`config.mk`:
```
export PLATFORM = sky130hd
export DESIGN_NAME = pulse_avg_accumulator
export DESIGN_NICKNAME = d
export VERILOG_FILES = /design/src/rtl/pulse_avg_accumulator.sv
export SDC_FILE = /design/constraint.sdc
export NUM_CORES = 1
export LEC_CHECK = 0
export CORE_ASPECT_RATIO = 2
export CORE_MARGIN = 2
export CORE_UTILIZATION = 53
export CTS_CLUSTER_SIZE = 14
export DETAILED_ROUTE_END_ITERATION = 7
export GPL_ROUTABILITY_DRIVEN = 0
export PLACE_DENSITY = 0.82
export SETUP_SLACK_MARGIN = 0.5
export SLEW_MARGIN = 30
export SYNTH_ARGS = -nofsm -noshare
export SYNTH_HDL_FRONTEND = slang
export SYNTH_SLANG_ARGS = --single-unit
```
`constraint.sdc`:
```
create_clock -name clk -period 5.1 [get_ports clk]
set_input_delay 1.02 -clock clk [delete_from_list [all_inputs] [get_ports clk]]
set_output_delay 1.02 -clock clk [all_outputs]
set_load 0.05 [all_outputs]
```
`src/rtl/pulse_avg_accumulator.sv`:
```
// Running-sum stage of the pulse averager: joins each new pulse sample with the
// stored partial sum, adds them per I/Q component and routes the result to the buffer or the output.
module pulse_avg_accumulator #(
  parameter int MAX_LOG2_AVG = 8
) (
  input  logic        clk,
  input  logic        reset,
  input  logic        clear,
  input  logic        start,
  input  logic [31:0] pulse_len,
  input  logic [3:0]  log2_avg,
  output logic        busy,
  output logic        done,
  output logic        len_err,
  input  logic [31:0] s_axis_tdata,
  input  logic        s_axis_tvalid,
  input  logic        s_axis_tlast,
  output logic        s_axis_tready,
  input  logic [31:0] a_axis_tdata,
  input  logic        a_axis_tvalid,
  input  logic        a_axis_tlast,
  output logic        a_axis_tready,
  output logic [31:0] m_axis_tdata,
  output logic        m_axis_tvalid,
  output logic        m_axis_tlast,
  input  logic        m_axis_tready,
  output logic [3:0]  m_axis_tkeep,
  output logic [31:0] o_axis_tdata,
  output logic        o_axis_tvalid,
  output logic        o_axis_tlast,
  input  logic        o_axis_tready,
  output logic [3:0]  o_axis_tkeep
);

  // state | meaning
  // IDLE  | waiting for start
  // RUN   | joining samples and accumulating pulses
  // DRAIN | final averaged sample held until o_axis accepts it
  typedef enum logic [1:0] {IDLE, RUN, DRAIN} state_t;

  localparam logic [3:0] K_MAX = 4'(MAX_LOG2_AVG);

  state_t      state, state_nxt;
  logic [31:0] plen_r;
  logic [3:0]  k_r;
  logic [31:0] samp_cnt;
  logic [8:0]  pulse_cnt;
  logic        out_valid, out_to_o, out_last;
  logic [31:0] out_data;
  logic        len_err_r, done_r;

  logic        first_pulse, last_pulse, samp_last, out_free, fire, start_acc, drain_hs;
  logic signed [15:0] s_i, s_q;
  logic [15:0] sum_i, sum_q;

  function automatic logic [15:0] sat_add(input logic signed [15:0] x,
                                          input logic signed [15:0] y,
                                          input logic use_y);
    logic signed [16:0] s;
    s = $signed({x[15], x}) + (use_y ? $signed({y[15], y}) : 17'sd0);
    if (s > 17'sd32767)       return 16'h7FFF;
    else if (s < -17'sd32768) return 16'h8000;
    else                      return s[15:0];
  endfunction

  assign first_pulse = (pulse_cnt == 9'd0);
  assign last_pulse  = (pulse_cnt == ((9'd1 << k_r) - 9'd1));
  assign samp_last   = (samp_cnt == plen_r - 32'd1);
  assign out_free    = !out_valid || (out_to_o ? o_axis_tready : m_axis_tready);
  assign fire        = (state == RUN) && !reset && !clear && s_axis_tvalid &&
                       (first_pulse || a_axis_tvalid) && out_free;
  assign start_acc   = (state == IDLE) && start;
  assign drain_hs    = (state == DRAIN) && out_valid && out_to_o && o_axis_tready;

  // Pre-scale each component before the add so the running sum never exceeds 16 bits.
  assign s_i   = $signed(s_axis_tdata[31:16]) >>> k_r;
  assign s_q   = $signed(s_axis_tdata[15:0]) >>> k_r;
  assign sum_i = sat_add(s_i, $signed(a_axis_tdata[31:16]), !first_pulse);
  assign sum_q = sat_add(s_q, $signed(a_axis_tdata[15:0]), !first_pulse);

  always_ff @(posedge clk) begin
    if (reset || clear) state <= IDLE;
    else                state <= state_nxt;
  end

  always_comb begin
    state_nxt = state;
    case (state)
      IDLE:    if (start) state_nxt = RUN;
      RUN:     if (fire && samp_last && last_pulse) state_nxt = DRAIN;
      DRAIN:   if (drain_hs) state_nxt = IDLE;
      default: state_nxt = IDLE;
    endcase
  end

  // Configuration survives clear; only reset returns it to defaults.
  always_ff @(posedge clk) begin
    if (reset) begin
      plen_r <= 32'd1;
      k_r    <= 4'd0;
    end else if (!clear && start_acc) begin
      plen_r <= (pulse_len == 32'd0) ? 32'd1 : pulse_len;
      k_r    <= (log2_avg > K_MAX) ? K_MAX : log2_avg;
    end
  end

  always_ff @(posedge clk) begin
    if (reset || clear) begin
      samp_cnt  <= 32'd0;
      pulse_cnt <= 9'd0;
      out_valid <= 1'b0;
      out_to_o  <= 1'b0;
      out_last  <= 1'b0;
      out_data  <= 32'd0;
      len_err_r <= 1'b0;
      done_r    <= 1'b0;
    end else begin
      done_r <= drain_hs;
      if (start_acc) begin
        samp_cnt  <= 32'd0;
        pulse_cnt <= 9'd0;
        len_err_r <= 1'b0;
      end else if (fire) begin
        if (samp_last) begin
          samp_cnt  <= 32'd0;
          pulse_cnt <= pulse_cnt + 9'd1;
        end else begin
          samp_cnt <= samp_cnt + 32'd1;
        end
        if ((s_axis_tlast != samp_last) || (!first_pulse && (a_axis_tlast != samp_last)))
          len_err_r <= 1'b1;
      end
      if (fire) begin
        out_valid <= 1'b1;
        out_to_o  <= last_pulse;
        out_last  <= samp_last;
        out_data  <= {sum_i, sum_q};
      end else if (out_valid && out_free) begin
        out_valid <= 1'b0;
      end
    end
  end

  assign busy          = (state != IDLE);
  assign done          = done_r;
  assign len_err       = len_err_r;
  assign s_axis_tready = fire;
  assign a_axis_tready = fire && !first_pulse;
  assign m_axis_tdata  = out_data;
  assign m_axis_tvalid = out_valid && !out_to_o;
  assign m_axis_tlast  = out_last;
  assign m_axis_tkeep  = 4'hF;
  assign o_axis_tdata  = out_data;
  assign o_axis_tvalid = out_valid && out_to_o;
  assign o_axis_tlast  = out_last;
  assign o_axis_tkeep  = 4'hF;

endmodule

```
Yosys cells after proc, flatten, opt, wreduce, memory -nomap -nowiden
Cells that the tools add are included.

storage, ports and cells
  bits in registers = 116
  input port bits = 110
  output and inout port bits = 81

operators by class
  add/sub/neg operators = 6
  $lt $le $gt $ge = 5
  equality and inequality tests = 9
  shift operators = 3
  multiplexer cells = 16
  reduce and logical (&&, ||, !) cells = 35

operator list
  cell                   count
  $mux 16                4
  $mux 32                2
  $add 16x17->17         2
  $gt 17x16->1 const B   2
  $lt 17x16->1 const B   2
  $mux 17                2
  $add 32x1->32 const B  1
  $eq 32x32->1           1
  $logic_not 32->1       1
  $sshr 16x4->16         2
  $sub 32x1->32 const B  1
  $logic_and 1x1->1      17
  $add 9x1->9 const B    1
  $eq 9x9->1             1
  $logic_not 9->1        1
  $shl 1x4->9 const A    1
  $sub 9x1->9 const B    1
  $mux 2                 3
  $pmux 2 s3             1
  $logic_not 1->1        5
  $gt 4x4->1 const B     1
  $logic_or 1x1->1       4
  $mux 4                 1
  $ne 2x2->1 const B     2
  other kinds (10)       15

Longest topological paths before layout
  word-level depth = 10
  depth in mapped cells = 21
  mapped depth without buffers = 19

Worst setup path before layout
Ideal clock, no wire load.

  path type = flip-flop to flip-flop
  start = reg k_r[1]
  end = reg out_data[15] (netlist: m_axis_tdata[15])
  library setup time = 0.086 ns
  arrival time = 4.206 ns
  slack = 0.808 ns
  cell stages (with the launch flop) = 20
  path buffers = 4
  period minus slack after synthesis = 4.292 ns
  cell sequence = dfxtp_1 clkbuf_1 clkbuf_1 buf_1 mux4_2 mux2_2 nor2_1 nor2_1 ha_1 inv_1 fa_1 nor2b_1 o31a_1 o211ai_1 a21boi_0 o31ai_1 nand2b_1 a31oi_1 clkbuf_1 a211oi_1

on the way
  longest elaborated chain between the ends = 5
  elaborated cells between the ends (all ways) = 6

RTL lines
  item                    line  text
  start, declared         45    logic [3:0] k_r;
  start signal, assigned  103   k_r <= (log2_avg > K_MAX) ? K_MAX : log2_avg;
  $sshr 16x4->16 (*)      77    assign s_q = $signed(s_axis_tdata[15:0]) >>> k_r;
  $add 16x17->17 (*)      60    s = $signed({x[15], x}) + (use_y ? $signed({y[15], y}) : 17'sd0);
  $lt 17x16->1            62    else if (s < -17'sd32768) return 16'h8000;
  $mux 16                 62
  $mux 16 (*)             61    if (s > 17'sd32767) return 16'h7FFF;
  end signal, assigned    137   out_data <= {sum_i, sum_q};
  end, declared           49    logic [31:0] out_data;

Mark *: on every way between the ends. The rest lies on a longest branch, timed or not.
A chain may end at the register's enable or synchronous reset.

Final worst setup path
  start = in clear
  end = out a_axis_tready

on the way
  longest elaborated chain between the ends = 6

RTL lines
  item                             line  text
  start, declared                  8     input logic clear,
  $logic_not 1->1                  70    assign fire = (state == RUN) && !reset && !clear && s_axis_tvalid &&
  $logic_and 1x1->1 (3 in series)  70
  $logic_and 1x1->1                71    (first_pulse || a_axis_tvalid) && out_free;
  $logic_and 1x1->1                148   assign a_axis_tready = fire && !first_pulse;
  end, declared                    22    output logic a_axis_tready,

No other way between the ends.

==> results.md <==
- First-pass GRT wire length: ~49 mm
- Clock buffer count from CTS: 17
- Post-synth EDFFs: 0
- Worst-Margin Slew: 985 ps
- Final ANT Viol Nets: 0
- Die Footprint: between 15000 and 20000 um^2
- DP HPWL: 23.1 mm
- Sw frac: between 20 and 30%
- CTS H-tree lvls: 4
- Worst Setup End Kind: primary output
- Critical Path RT: roughly 4100 ps
- Routed wire length: 31.1 mm
- DRC viols: 0
- Die Y: about 190 um
- Avg WL per Cell: around 19 um
- CTS Root Cell: clkbuf_16
- P&R area growth vs syn: 26.0%
- HP Class: reg -> reg
- DR iter-0 viols: 598
- Most frequent cells in the layout: clkdlybuf4s50_1, nand2_1, a21oi_1
- GRT Residual Overflow: 0
- Pleak: about 0.0046 uW
- Part of the power in registers: approximately 33%
- Final worst path period share: around nine tenths
- Avg Cell Area, Syn: between 7 and 8 um^2
- Comb pwr share: slightly above 20%
- Core Area: 17800 um^2
- Clock Latency Late Sink: approximately 420 ps
- Synth cell types: slightly below 80
- CP Max Fanout: 19
- Top_reg_cell synth: dfxtp_1
- Row Count: 69
- Synth warn: 0
- Number of global-route vias before repair: between 9000 and 10000
- Initial antenna violation count: 1
- Synth Cell Area: approximately 9600 um^2
- Final setup viols: 0
- Sink Count: approximately 120
- Pre-antenna DRT Iters: 7
- Share of post-route cells with drive strength above 1: roughly 8.4%
- Net Switching: 827 uW
- Clk buf depth: 2
- Cells after Synth: about 1300
- WS Path Type: in -> out
- Overall power: slightly below 3000 uW
- Clock share of power: between 40% and 50%
- Post-layout util: about two thirds
- Sum of negative setup slack: 0 ps
- Most common cell after layout, fill and taps aside: clkdlybuf4s50_1
- Via/cell ratio: ~6.2
- Final Max Slew Viols: 0
- Post-synthesis sequential area ratio: between 20% and 30%
- Hold Vio Cnt, Final: 0
- Fmax: 219 MHz
- P_int: a little over 2000 uW
- Critical Path Source Type: input pin
- Slew headroom: between 30 and 40%
- Status: finished, final reports clean
- Clock-pin slew on the worst setup and hold paths: approximately 60 ps
- Skew final: 9.49 ps
- I/O pin count: approximately 190
- FFs w/ async S/R, synth: 0%
- Port bufs: between 150 and 200
- CTS tree: done
- PwrDens: ~240 nW/um^2
- Post-synthesis register bit count: 116
- Starting density of the core: between 50 and 60%
- Die W: 99.1 um
- Via Count: a little over 10000
- Final net count: around 1600
- Max cap viols: 0
- Critical Path AT: between 3000 and 4000 ps
- RSZ-0062 raised after global routing: false
- Largest net degree at the start of global routing: 38
- Crit path time final: approximately 4600 ps
- Hold_buf cts: 0
- Max VDD drop: around 0.20 mV
- All-layer global routing usage: about a third
==> sequential cells by signal, indices dropped and copies added, names as in the netlist <==
name,count
k_r,4
pulse_cnt,9
m_axis_tlast,1
plen_r,32
samp_cnt,32
out_to_o,1
state,2
done,1
out_valid,1
m_axis_tdata,32
len_err,1
==> area by class of cell <==
cell class / instances / area (um^2)
well taps: 213 / 267
clock buffers: 20 / 457
repair buffers: 208 / 2050
flip-flops and latches: 116 / 2330
fillers: 1467 / 5700
clock inverters: 12 / 201
diodes: 1 / 2.50
multi-input cells: 1034 / 6660
inverters: 35 / 131
==> synthesized netlist by cell type (34+ instances only) <==
cell type / instances / area share (%)
xor2_1: 40 / 3.7
xnor2_1: 59 / 5.4
inv_1: 34 / 1.3
ha_1: 37 / 4.8
nand3_1: 37 / 1.9
a21oi_1: 137 / 7.1
nand2_1: 153 / 6.0
buf_4: 41 / 3.2
o21ai_0: 87 / 4.5
nor2_1: 132 / 5.2
and2_1: 37 / 2.4
dfxtp_1: 116 / 24
clkbuf_1: 56 / 2.2
==> layer usage <==
layer | track usage (%) | vias to the layer above | part of all wire [%]
met2 | 59.6 | 523 | 54
met1 | 29.0 | 4721 | 32
met3 | 4.76 | 167 | 5.6
met4 | 24.7 | 0 | 8.6
met5 | 0 | - | 0
li1 | - | 4800 | -
==> kinds of logic after synthesis <==
kind of cell,count (synthesis),share of synthesized area (%)
buffers and inverters,145,7.55
other,1,0.0391
and+or+nand+nor,511,26.5
adders and majority gates,39,5.24
AOI/OAI and AO/OA,328,20.5
muxes,47,6.39
xor gates and xnor gates,101,9.52
DFF,116,24.2
==> repair_timing <==
action	4_1_cts	5_1_grt
buffers inserted	0	1
endpoints found under the setup margin	0	33
resized for setup	0	24
==> worst max-delay path, cell delays in order <==
cell and delay [ps]:
clkdlybuf4s50_1 500, or2_2 440, a2111oi_0 510, buf_4 210, o21ai_2 260, nor2_1 400, buf_12 190
==> power by group through the flow <==
stage                     clock, uW  sequential, uW  combinational (uW)
after detailed placement          0             970                 573
after global placement            0             969                 564
after CTS                      1360             950                 581
after floorplan                   0             963                 385
final                          1350             951                 599
after global routing           1400             953                 646
==> final timing paths <==
path                            slack, ps        startpoint                to  depth (start not counted)
worst max-delay path                  540             clear     a_axis_tready                          7
worst min-delay path                  480  m_axis_tdata[30]  m_axis_tdata[30]                          2
worst max register to register        800         plen_r[0]      samp_cnt[26]                         11
worst min register to register        480  m_axis_tdata[30]  m_axis_tdata[30]                          2
==> through the flow <==
step	hold WS (ps)	instances	area (um^2)	setup WS (ps)
floorplan	447	1295	9620	808
global placement	468	1604	11300	265
detailed placement	472	1604	11300	165
CTS	481	1636	12000	533
global route	506	1639	12100	479
finish	480	1639	12100	540
(Power assumes the default switching activity.)
